--- src/rtl/uart_pkg.sv ---
// Shared UART definitions: parity modes, RX/TX state encodings and the parity helper.
package uart_pkg;

  localparam int unsigned PAR_NONE = 0;
  localparam int unsigned PAR_ODD  = 1;
  localparam int unsigned PAR_EVEN = 2;

  typedef enum logic [2:0] {RxIdle, RxStart, RxData, RxParity, RxStop} rx_state_e;
  typedef enum logic [2:0] {TxIdle, TxStart, TxData, TxParity, TxStop} tx_state_e;

  // Callers zero-extend narrower characters; padding zeros do not change the XOR.
  function automatic logic calc_parity(input int unsigned mode, input logic [7:0] data);
    logic p;
    p = ^data;
    return (mode == PAR_ODD) ? ~p : p;
  endfunction

endpackage

--- src/rtl/uart_sync_fifo.sv ---
// Synchronous FIFO with show-ahead read data, occupancy count and overflow pulse.
module uart_sync_fifo
  import uart_pkg::*;
#(
  parameter int unsigned WIDTH = 8,
  parameter int unsigned DEPTH = 8
) (
  input  logic                     clk,
  input  logic                     rst,
  input  logic                     push,
  input  logic [WIDTH-1:0]         push_dat,
  input  logic                     pop,
  output logic [WIDTH-1:0]         pop_dat,
  output logic                     empty,
  output logic [$clog2(DEPTH):0]   cnt,
  output logic                     ovf
);

  localparam int unsigned AW = $clog2(DEPTH);

  logic [WIDTH-1:0] mem_q [DEPTH];
  logic [AW-1:0]    wr_ptr_q, rd_ptr_q;
  logic [AW:0]      cnt_q;
  logic             ovf_q;
  logic             full, do_push, do_pop;

  assign full    = (cnt_q == (AW+1)'(DEPTH));
  assign empty   = (cnt_q == '0);
  assign do_pop  = pop && !empty;
  // A pop in the same cycle frees the slot, so a write to a full FIFO still lands.
  assign do_push = push && (!full || do_pop);

  always_ff @(posedge clk) begin
    if (rst) begin
      wr_ptr_q <= '0;
      rd_ptr_q <= '0;
      cnt_q    <= '0;
      ovf_q    <= 1'b0;
    end else begin
      if (do_push) wr_ptr_q <= wr_ptr_q + AW'(1);
      if (do_pop)  rd_ptr_q <= rd_ptr_q + AW'(1);
      case ({do_push, do_pop})
        2'b10:   cnt_q <= cnt_q + (AW+1)'(1);
        2'b01:   cnt_q <= cnt_q - (AW+1)'(1);
        default: cnt_q <= cnt_q;
      endcase
      ovf_q <= push && !do_push;
    end
  end

  always_ff @(posedge clk) begin
    if (do_push) mem_q[wr_ptr_q] <= push_dat;
  end

  assign pop_dat = mem_q[rd_ptr_q];
  assign cnt     = cnt_q;
  assign ovf     = ovf_q;

endmodule

--- src/rtl/uart_echo_fifo.sv ---
// UART receiver + FIFO + transmitter; echo mode retransmits received characters.
// Optional UART_ECHO_ERRDROP_EN: errored characters are not written in echo mode.
module uart_echo_fifo
  import uart_pkg::*;
#(
  parameter int unsigned CLKS_PER_BIT = 16,
  parameter int unsigned DATA_BITS    = 8,
  parameter int unsigned PARITY       = 0,
  parameter int unsigned FIFO_DEPTH   = 8
) (
  input  logic                          clk,
  input  logic                          rst,
  input  logic                          rxd,
  output logic                          txd,
  input  logic                          cts_n,
  input  logic                          echo_en,
  input  logic                          wr_en,
  input  logic [DATA_BITS-1:0]          wr_dat,
  output logic [DATA_BITS-1:0]          rx_dat,
  output logic                          rx_vld,
  output logic                          frm_err,
  output logic                          pty_err,
  output logic                          ovf,
  output logic [$clog2(FIFO_DEPTH):0]   fifo_cnt,
  output logic                          tx_bsy
);

  localparam int unsigned CW        = $clog2(CLKS_PER_BIT);
  localparam logic [CW-1:0] BIT_LAST  = CW'(CLKS_PER_BIT - 1);
  localparam logic [CW-1:0] HALF_LAST = CW'(CLKS_PER_BIT / 2 - 1);
  localparam logic [2:0]    IDX_LAST  = 3'(DATA_BITS - 1);
  localparam bit            HAS_PAR   = (PARITY != PAR_NONE);

  // Receive path
  logic rxd_meta_q, rxd_sync_q, rxd_prev_q;

  always_ff @(posedge clk) begin
    if (rst) begin
      rxd_meta_q <= 1'b1;
      rxd_sync_q <= 1'b1;
      rxd_prev_q <= 1'b1;
    end else begin
      rxd_meta_q <= rxd;
      rxd_sync_q <= rxd_meta_q;
      rxd_prev_q <= rxd_sync_q;
    end
  end

  rx_state_e            rx_state_q, rx_state_d;
  logic [CW-1:0]        rx_cnt_q, rx_cnt_d;
  logic [2:0]           rx_idx_q, rx_idx_d;
  logic [DATA_BITS-1:0] rx_sh_q, rx_sh_d, rx_dat_q, rx_dat_d;
  logic                 rx_par_q, rx_par_d;
  logic                 rx_vld_q, rx_vld_d, frm_err_q, frm_err_d, pty_err_q, pty_err_d;
  logic                 rx_tick;

  assign rx_tick = (rx_cnt_q == BIT_LAST);

  always_comb begin
    rx_state_d = rx_state_q;
    rx_cnt_d   = rx_cnt_q + CW'(1);
    rx_idx_d   = rx_idx_q;
    rx_sh_d    = rx_sh_q;
    rx_par_d   = rx_par_q;
    rx_dat_d   = rx_dat_q;
    rx_vld_d   = 1'b0;
    frm_err_d  = 1'b0;
    pty_err_d  = 1'b0;
    unique case (rx_state_q)
      RxIdle: begin
        rx_cnt_d = '0;
        if (rxd_prev_q && !rxd_sync_q) rx_state_d = RxStart;
      end
      RxStart: begin
        if (rx_cnt_q == HALF_LAST) begin
          rx_cnt_d   = '0;
          rx_idx_d   = '0;
          rx_state_d = rxd_sync_q ? RxIdle : RxData;
        end
      end
      RxData: begin
        if (rx_tick) begin
          rx_cnt_d = '0;
          rx_sh_d  = {rxd_sync_q, rx_sh_q[DATA_BITS-1:1]};
          rx_idx_d = rx_idx_q + 3'(1);
          if (rx_idx_q == IDX_LAST) rx_state_d = HAS_PAR ? RxParity : RxStop;
        end
      end
      RxParity: begin
        if (rx_tick) begin
          rx_cnt_d   = '0;
          rx_par_d   = rxd_sync_q;
          rx_state_d = RxStop;
        end
      end
      RxStop: begin
        if (rx_tick) begin
          rx_cnt_d   = '0;
          rx_state_d = RxIdle;
          rx_vld_d   = 1'b1;
          rx_dat_d   = rx_sh_q;
          frm_err_d  = !rxd_sync_q;
          pty_err_d  = HAS_PAR && (rx_par_q != calc_parity(PARITY, 8'(rx_sh_q)));
        end
      end
      default: rx_state_d = RxIdle;
    endcase
  end

  // FIFO write source selection
  logic                 fifo_push, fifo_pop, fifo_empty;
  logic [DATA_BITS-1:0] fifo_wdat, fifo_rdat;

`ifdef UART_ECHO_ERRDROP_EN
  assign fifo_push = echo_en ? (rx_vld_q && !frm_err_q && !pty_err_q) : wr_en;
`else
  assign fifo_push = echo_en ? rx_vld_q : wr_en;
`endif
  assign fifo_wdat = echo_en ? rx_dat_q : wr_dat;

  uart_sync_fifo #(
    .WIDTH (DATA_BITS),
    .DEPTH (FIFO_DEPTH)
  ) u_fifo (
    .clk      (clk),
    .rst      (rst),
    .push     (fifo_push),
    .push_dat (fifo_wdat),
    .pop      (fifo_pop),
    .pop_dat  (fifo_rdat),
    .empty    (fifo_empty),
    .cnt      (fifo_cnt),
    .ovf      (ovf)
  );

  // Transmit path
  tx_state_e            tx_state_q, tx_state_d;
  logic [CW-1:0]        tx_cnt_q, tx_cnt_d;
  logic [2:0]           tx_idx_q, tx_idx_d;
  logic [DATA_BITS-1:0] tx_sh_q, tx_sh_d;
  logic                 tx_par_q, tx_par_d;
  logic                 tx_tick;

  assign tx_tick = (tx_cnt_q == BIT_LAST);

  always_comb begin
    tx_state_d = tx_state_q;
    tx_cnt_d   = tx_cnt_q + CW'(1);
    tx_idx_d   = tx_idx_q;
    tx_sh_d    = tx_sh_q;
    tx_par_d   = tx_par_q;
    fifo_pop   = 1'b0;
    txd        = 1'b1;
    unique case (tx_state_q)
      TxIdle: begin
        tx_cnt_d = '0;
        if (!fifo_empty && !cts_n) begin
          fifo_pop   = 1'b1;
          tx_sh_d    = fifo_rdat;
          tx_par_d   = calc_parity(PARITY, 8'(fifo_rdat));
          tx_state_d = TxStart;
        end
      end
      TxStart: begin
        txd = 1'b0;
        if (tx_tick) begin
          tx_cnt_d   = '0;
          tx_idx_d   = '0;
          tx_state_d = TxData;
        end
      end
      TxData: begin
        txd = tx_sh_q[0];
        if (tx_tick) begin
          tx_cnt_d = '0;
          tx_sh_d  = tx_sh_q >> 1;
          tx_idx_d = tx_idx_q + 3'(1);
          if (tx_idx_q == IDX_LAST) tx_state_d = HAS_PAR ? TxParity : TxStop;
        end
      end
      TxParity: begin
        txd = tx_par_q;
        if (tx_tick) begin
          tx_cnt_d   = '0;
          tx_state_d = TxStop;
        end
      end
      TxStop: begin
        if (tx_tick) begin
          tx_cnt_d   = '0;
          tx_state_d = TxIdle;
        end
      end
      default: tx_state_d = TxIdle;
    endcase
  end

  always_ff @(posedge clk) begin
    if (rst) begin
      rx_state_q <= RxIdle;
      rx_cnt_q   <= '0;
      rx_idx_q   <= '0;
      rx_sh_q    <= '0;
      rx_par_q   <= 1'b0;
      rx_dat_q   <= '0;
      rx_vld_q   <= 1'b0;
      frm_err_q  <= 1'b0;
      pty_err_q  <= 1'b0;
      tx_state_q <= TxIdle;
      tx_cnt_q   <= '0;
      tx_idx_q   <= '0;
      tx_sh_q    <= '0;
      tx_par_q   <= 1'b0;
    end else begin
      rx_state_q <= rx_state_d;
      rx_cnt_q   <= rx_cnt_d;
      rx_idx_q   <= rx_idx_d;
      rx_sh_q    <= rx_sh_d;
      rx_par_q   <= rx_par_d;
      rx_dat_q   <= rx_dat_d;
      rx_vld_q   <= rx_vld_d;
      frm_err_q  <= frm_err_d;
      pty_err_q  <= pty_err_d;
      tx_state_q <= tx_state_d;
      tx_cnt_q   <= tx_cnt_d;
      tx_idx_q   <= tx_idx_d;
      tx_sh_q    <= tx_sh_d;
      tx_par_q   <= tx_par_d;
    end
  end

  assign rx_dat  = rx_dat_q;
  assign rx_vld  = rx_vld_q;
  assign frm_err = frm_err_q;
  assign pty_err = pty_err_q;
  assign tx_bsy  = (tx_state_q != TxIdle);

endmodule

--- config.mk ---
export PLATFORM = sky130hd
export DESIGN_NAME = uart_echo_fifo
export DESIGN_NICKNAME = d
export VERILOG_FILES = /design/src/rtl/uart_pkg.sv /design/src/rtl/uart_sync_fifo.sv /design/src/rtl/uart_echo_fifo.sv
export SDC_FILE = /design/constraint.sdc
export NUM_CORES = 1
export LEC_CHECK = 0
export ABC_CLOCK_PERIOD_IN_PS = 4100
export CAP_MARGIN = 10
export CORE_MARGIN = 10
export CORE_UTILIZATION = 47
export CTS_BUF_LIST = sky130_fd_sc_hd__clkbuf_4 sky130_fd_sc_hd__clkbuf_8
export DETAILED_ROUTE_END_ITERATION = 6
export DONT_BUFFER_PORTS = 1
export GPL_ROUTABILITY_DRIVEN = 1
export SLEW_MARGIN = 20
export SYNTH_ARGS = -nofsm -noshare
export SYNTH_HDL_FRONTEND = slang
export SYNTH_SLANG_ARGS = --single-unit
export TNS_END_PERCENT = 20
--- constraint.sdc ---
create_clock -name clk -period 4.1 [get_ports clk]
set_input_delay 0.205 -clock clk [delete_from_list [all_inputs] [get_ports clk]]
set_output_delay 0.205 -clock clk [all_outputs]
set_load 0.03 [all_outputs]
==> results.md <==
- FILL cells: 932
- Slew Viols, Final: 0
- Final worst-path cycle share: 79.82%
- Final Setup Violations: 0
- Critical Path Source Type: flop
- Gr usage total: 12.74%
- Area occupied by multi-input gates: 2022 um2
- # DRC: 0
- Crit path time final: 3.273 ns
- H-tree levels: 4
- Initial antenna violation count: 0
- Global-route wire length before repair: 16040 um
- Number of global-route vias before repair: 2980
- Share of cells above drive strength 1: 17.55%
- Hold Vio Cnt, Final: 0
- Post-synth top flop: edfxtp_1
- 1st-iter DRT viols: 220
- WL final: 9796 um
- RSZ-0062 raised after global routing: false
- Core Area: 11030 um2
- Post-synthesis cell count: 418
- P&R area growth vs syn: 9.413%
- Min-delay worst type: primary input to flop
- DRT antenna net count: 0
- Pleak: 2.081 nW
- Longest Clk Path Bufs: 2
- Largest area contributor in the netlist: edfxtp_1
- Most frequent cells in the layout: dfxtp_1 (64), edfxtp_1 (64), nor2_1 (59)
- Fraction of registers with async set or reset after synthesis: 0%
- Max-cap violation count: 0
- Sequential element share of the synthesized area: 59.65%
- CP required: 4.46 ns
- Worst Tran Pin Value: 0.8377 ns
- Slowest CP cell: or3_1
- ANT cells: 0
- Worst-path clk slew: 0.07 ns
- Final Skew: 0.008373 ns
- CP Cell Sequence: or3_4 > or3_1 > a31oi_4 > inv_2 > ha_1 > xor2_1 > ha_1 > a21oi_1 > xor2_1 > or3_1 > a21oi_1
- Hold buffers post-CTS: 2
- Post-CTS Setup Inserts: 0
- GRT overflow: 0
- Via/cell ratio: 5.442
- WL/cell: 17.10 um
- Worst setup EP type: flop
- Post-DP HPWL: 6630 um
- Register area: 3203 um2
- Clock Latency Late Sink: 0.42 ns
- Synth warn: 0
- Fmax achieved: 305.6 MHz
- Netlist cell types: 53
- Gates resized, CTS repair: 0
- Synth top area share: 35.79%
- Slew headroom: 44.08%
- Final TNS setup: 0 ns
- GPL Wtd Cong: 0.7748
- Top post-synthesis cells by area: edfxtp_1 (36%), dfxtp_1 (24%), nor2_1 (4.1%)
- Initial DRT Pass Iterations: 4
- Total Die Area: 16100 um2
- Synth Net Count: 443
- Row count: 38
- Maximum vdd ir drop: 443.7 uV
- Critical Path Max Stage Delay: 0.52 ns
- Die X-Extent: 126.9 um
- #FFs+latches synth: 128
- Mapped Avg Cell Area: 12.85 um2
- Final Net Count: 445
- Vias: 3118
- CTS Buf Count: 17
- CTS tree: done
- Largest net degree at the start of global routing: 58
- Root buffer cell: clkbuf_8
- EDFF count, synth: 64
- Status: finished clean
- Clock Sinks: 128
- Netlist area before placement: 5370 um2
- Starting Density: 48.68%
- Crit-path max FO: 12
- Final core utilization: 53.27%
- Die H: 126.9 um
- Critical path type: flop to flop
- CP arrival: 3.63 ns
- # port buffers: 0
- Num ports: 32
- Pwr Density: 548.1 nW/um2
## cells in the mapped netlist (3+ instances only)
master	n
xnor2_1	8
inv_1	4
or2_2	3
nor3_1	13
nor2_1	59
xor2_1	11
buf_2	5
nand2_1	28
dfxtp_1	64
a22oi_1	4
clkbuf_1	14
mux4_2	8
nor3b_1	3
mux2_2	14
a211oi_1	6
mux2i_1	18
or3_1	5
ha_1	11
a21oi_1	17
nand3_1	6
edfxtp_1	64
o21ai_0	6
mux4_1	8
## sequential cells by signal, summed over array words and instances, names as in the netlist, 3 cells and up, named ones only
signal	cells
u_fifo.mem_q	64
rx_dat	8
rx_sh_q	8
tx_sh_q	8
rx_cnt_q	4
tx_cnt_q	4
u_fifo.cnt	4
rx_idx_q	3
rx_state_q	3
tx_idx_q	3
tx_state_q	3
u_fifo.rd_ptr_q	3
u_fifo.wr_ptr_q	3
## final cells by class
type | count | share of cell area, %
multi-input combinational | 260 | 34.41
inverter | 6 | 0.3833
timing repair buffer | 7 | 1.150
tap | 140 | 2.981
sequential | 128 | 54.51
clock inverter | 7 | 1.448
clock buffer | 25 | 5.111
## final timing paths
check | start | endpoint | slack [ns] | depth (start not counted)
min reg2reg | rxd_meta_q$_SDFF_PP1_ | rxd_sync_q$_SDFF_PP1_ | 0.41 | 1
max | tx_state_q[0]$_SDFFE_PP0P_ | u_fifo.cnt[2]$_SDFFE_PP0P_ | 0.83 | 11
max reg2reg | tx_state_q[0]$_SDFFE_PP0P_ | u_fifo.cnt[2]$_SDFFE_PP0P_ | 0.83 | 11
min | rst | rx_state_q[1]$_SDFFE_PP0P_ | 0.1 | 2
## report_power, final
part	total, mW	switching (mW)	leakage [nW]	internal [mW]
clock network	1.05	0.449	0.209	0.598
registers	1.57	0.138	1.11	1.43
logic	0.604	0.307	0.766	0.297
total	3.22	0.893	2.08	2.33
## routing by layer
metal	part of all wire, %	global-route usage, %
met2	47	19.05
met4	1.4	5.425
met3	4.3	4.873
met1	47	16.13
met5	0	0
## worst max-delay path: cells and delay by family, from the launching register on
family / cells / cell delay [ns]
buffers and inverters: 1 / 0.07
xor gates and xnor gates: 2 / 0.26
DFF: 1 / 0.42
and+or+nand+nor: 3 / 1.36
AOI/OAI and AO/OA: 3 / 0.66
adders and majority gates: 2 / 0.44
## kinds of logic (layout without fill, tap and decap cells)
group	after synthesis	count (layout)	share of synthesized area [%]
flip-flops	128	128	59.65
buffers and inverters	30	45	2.796
XOR/XNOR	20	20	3.402
AND/OR/NAND/NOR	130	130	11.23
multiplexers	50	50	14.40
AO/OA/AOI/OAI	48	48	5.895
other	1	1	0.06983
adder cells (fa/ha/maj)	11	11	2.563
## per-stage QoR
stage	cells	total power [mW]	hold WS (ns)	setup slack (ns)	cell area, um2
3_5_place_dp	539	2.198	0.2832	0.8513	5455
4_1_cts	573	3.265	0.07095	0.8208	5871
3_3_place_gp	539	2.188	0.2809	0.9296	5455
2_1_floorplan	418	2.119	0.3088	1.155	5370
6_report	573	3.220	0.09767	0.8275	5876
5_1_grt	573	3.404	0.08331	0.5751	5876
(Power assumes the default switching activity.)
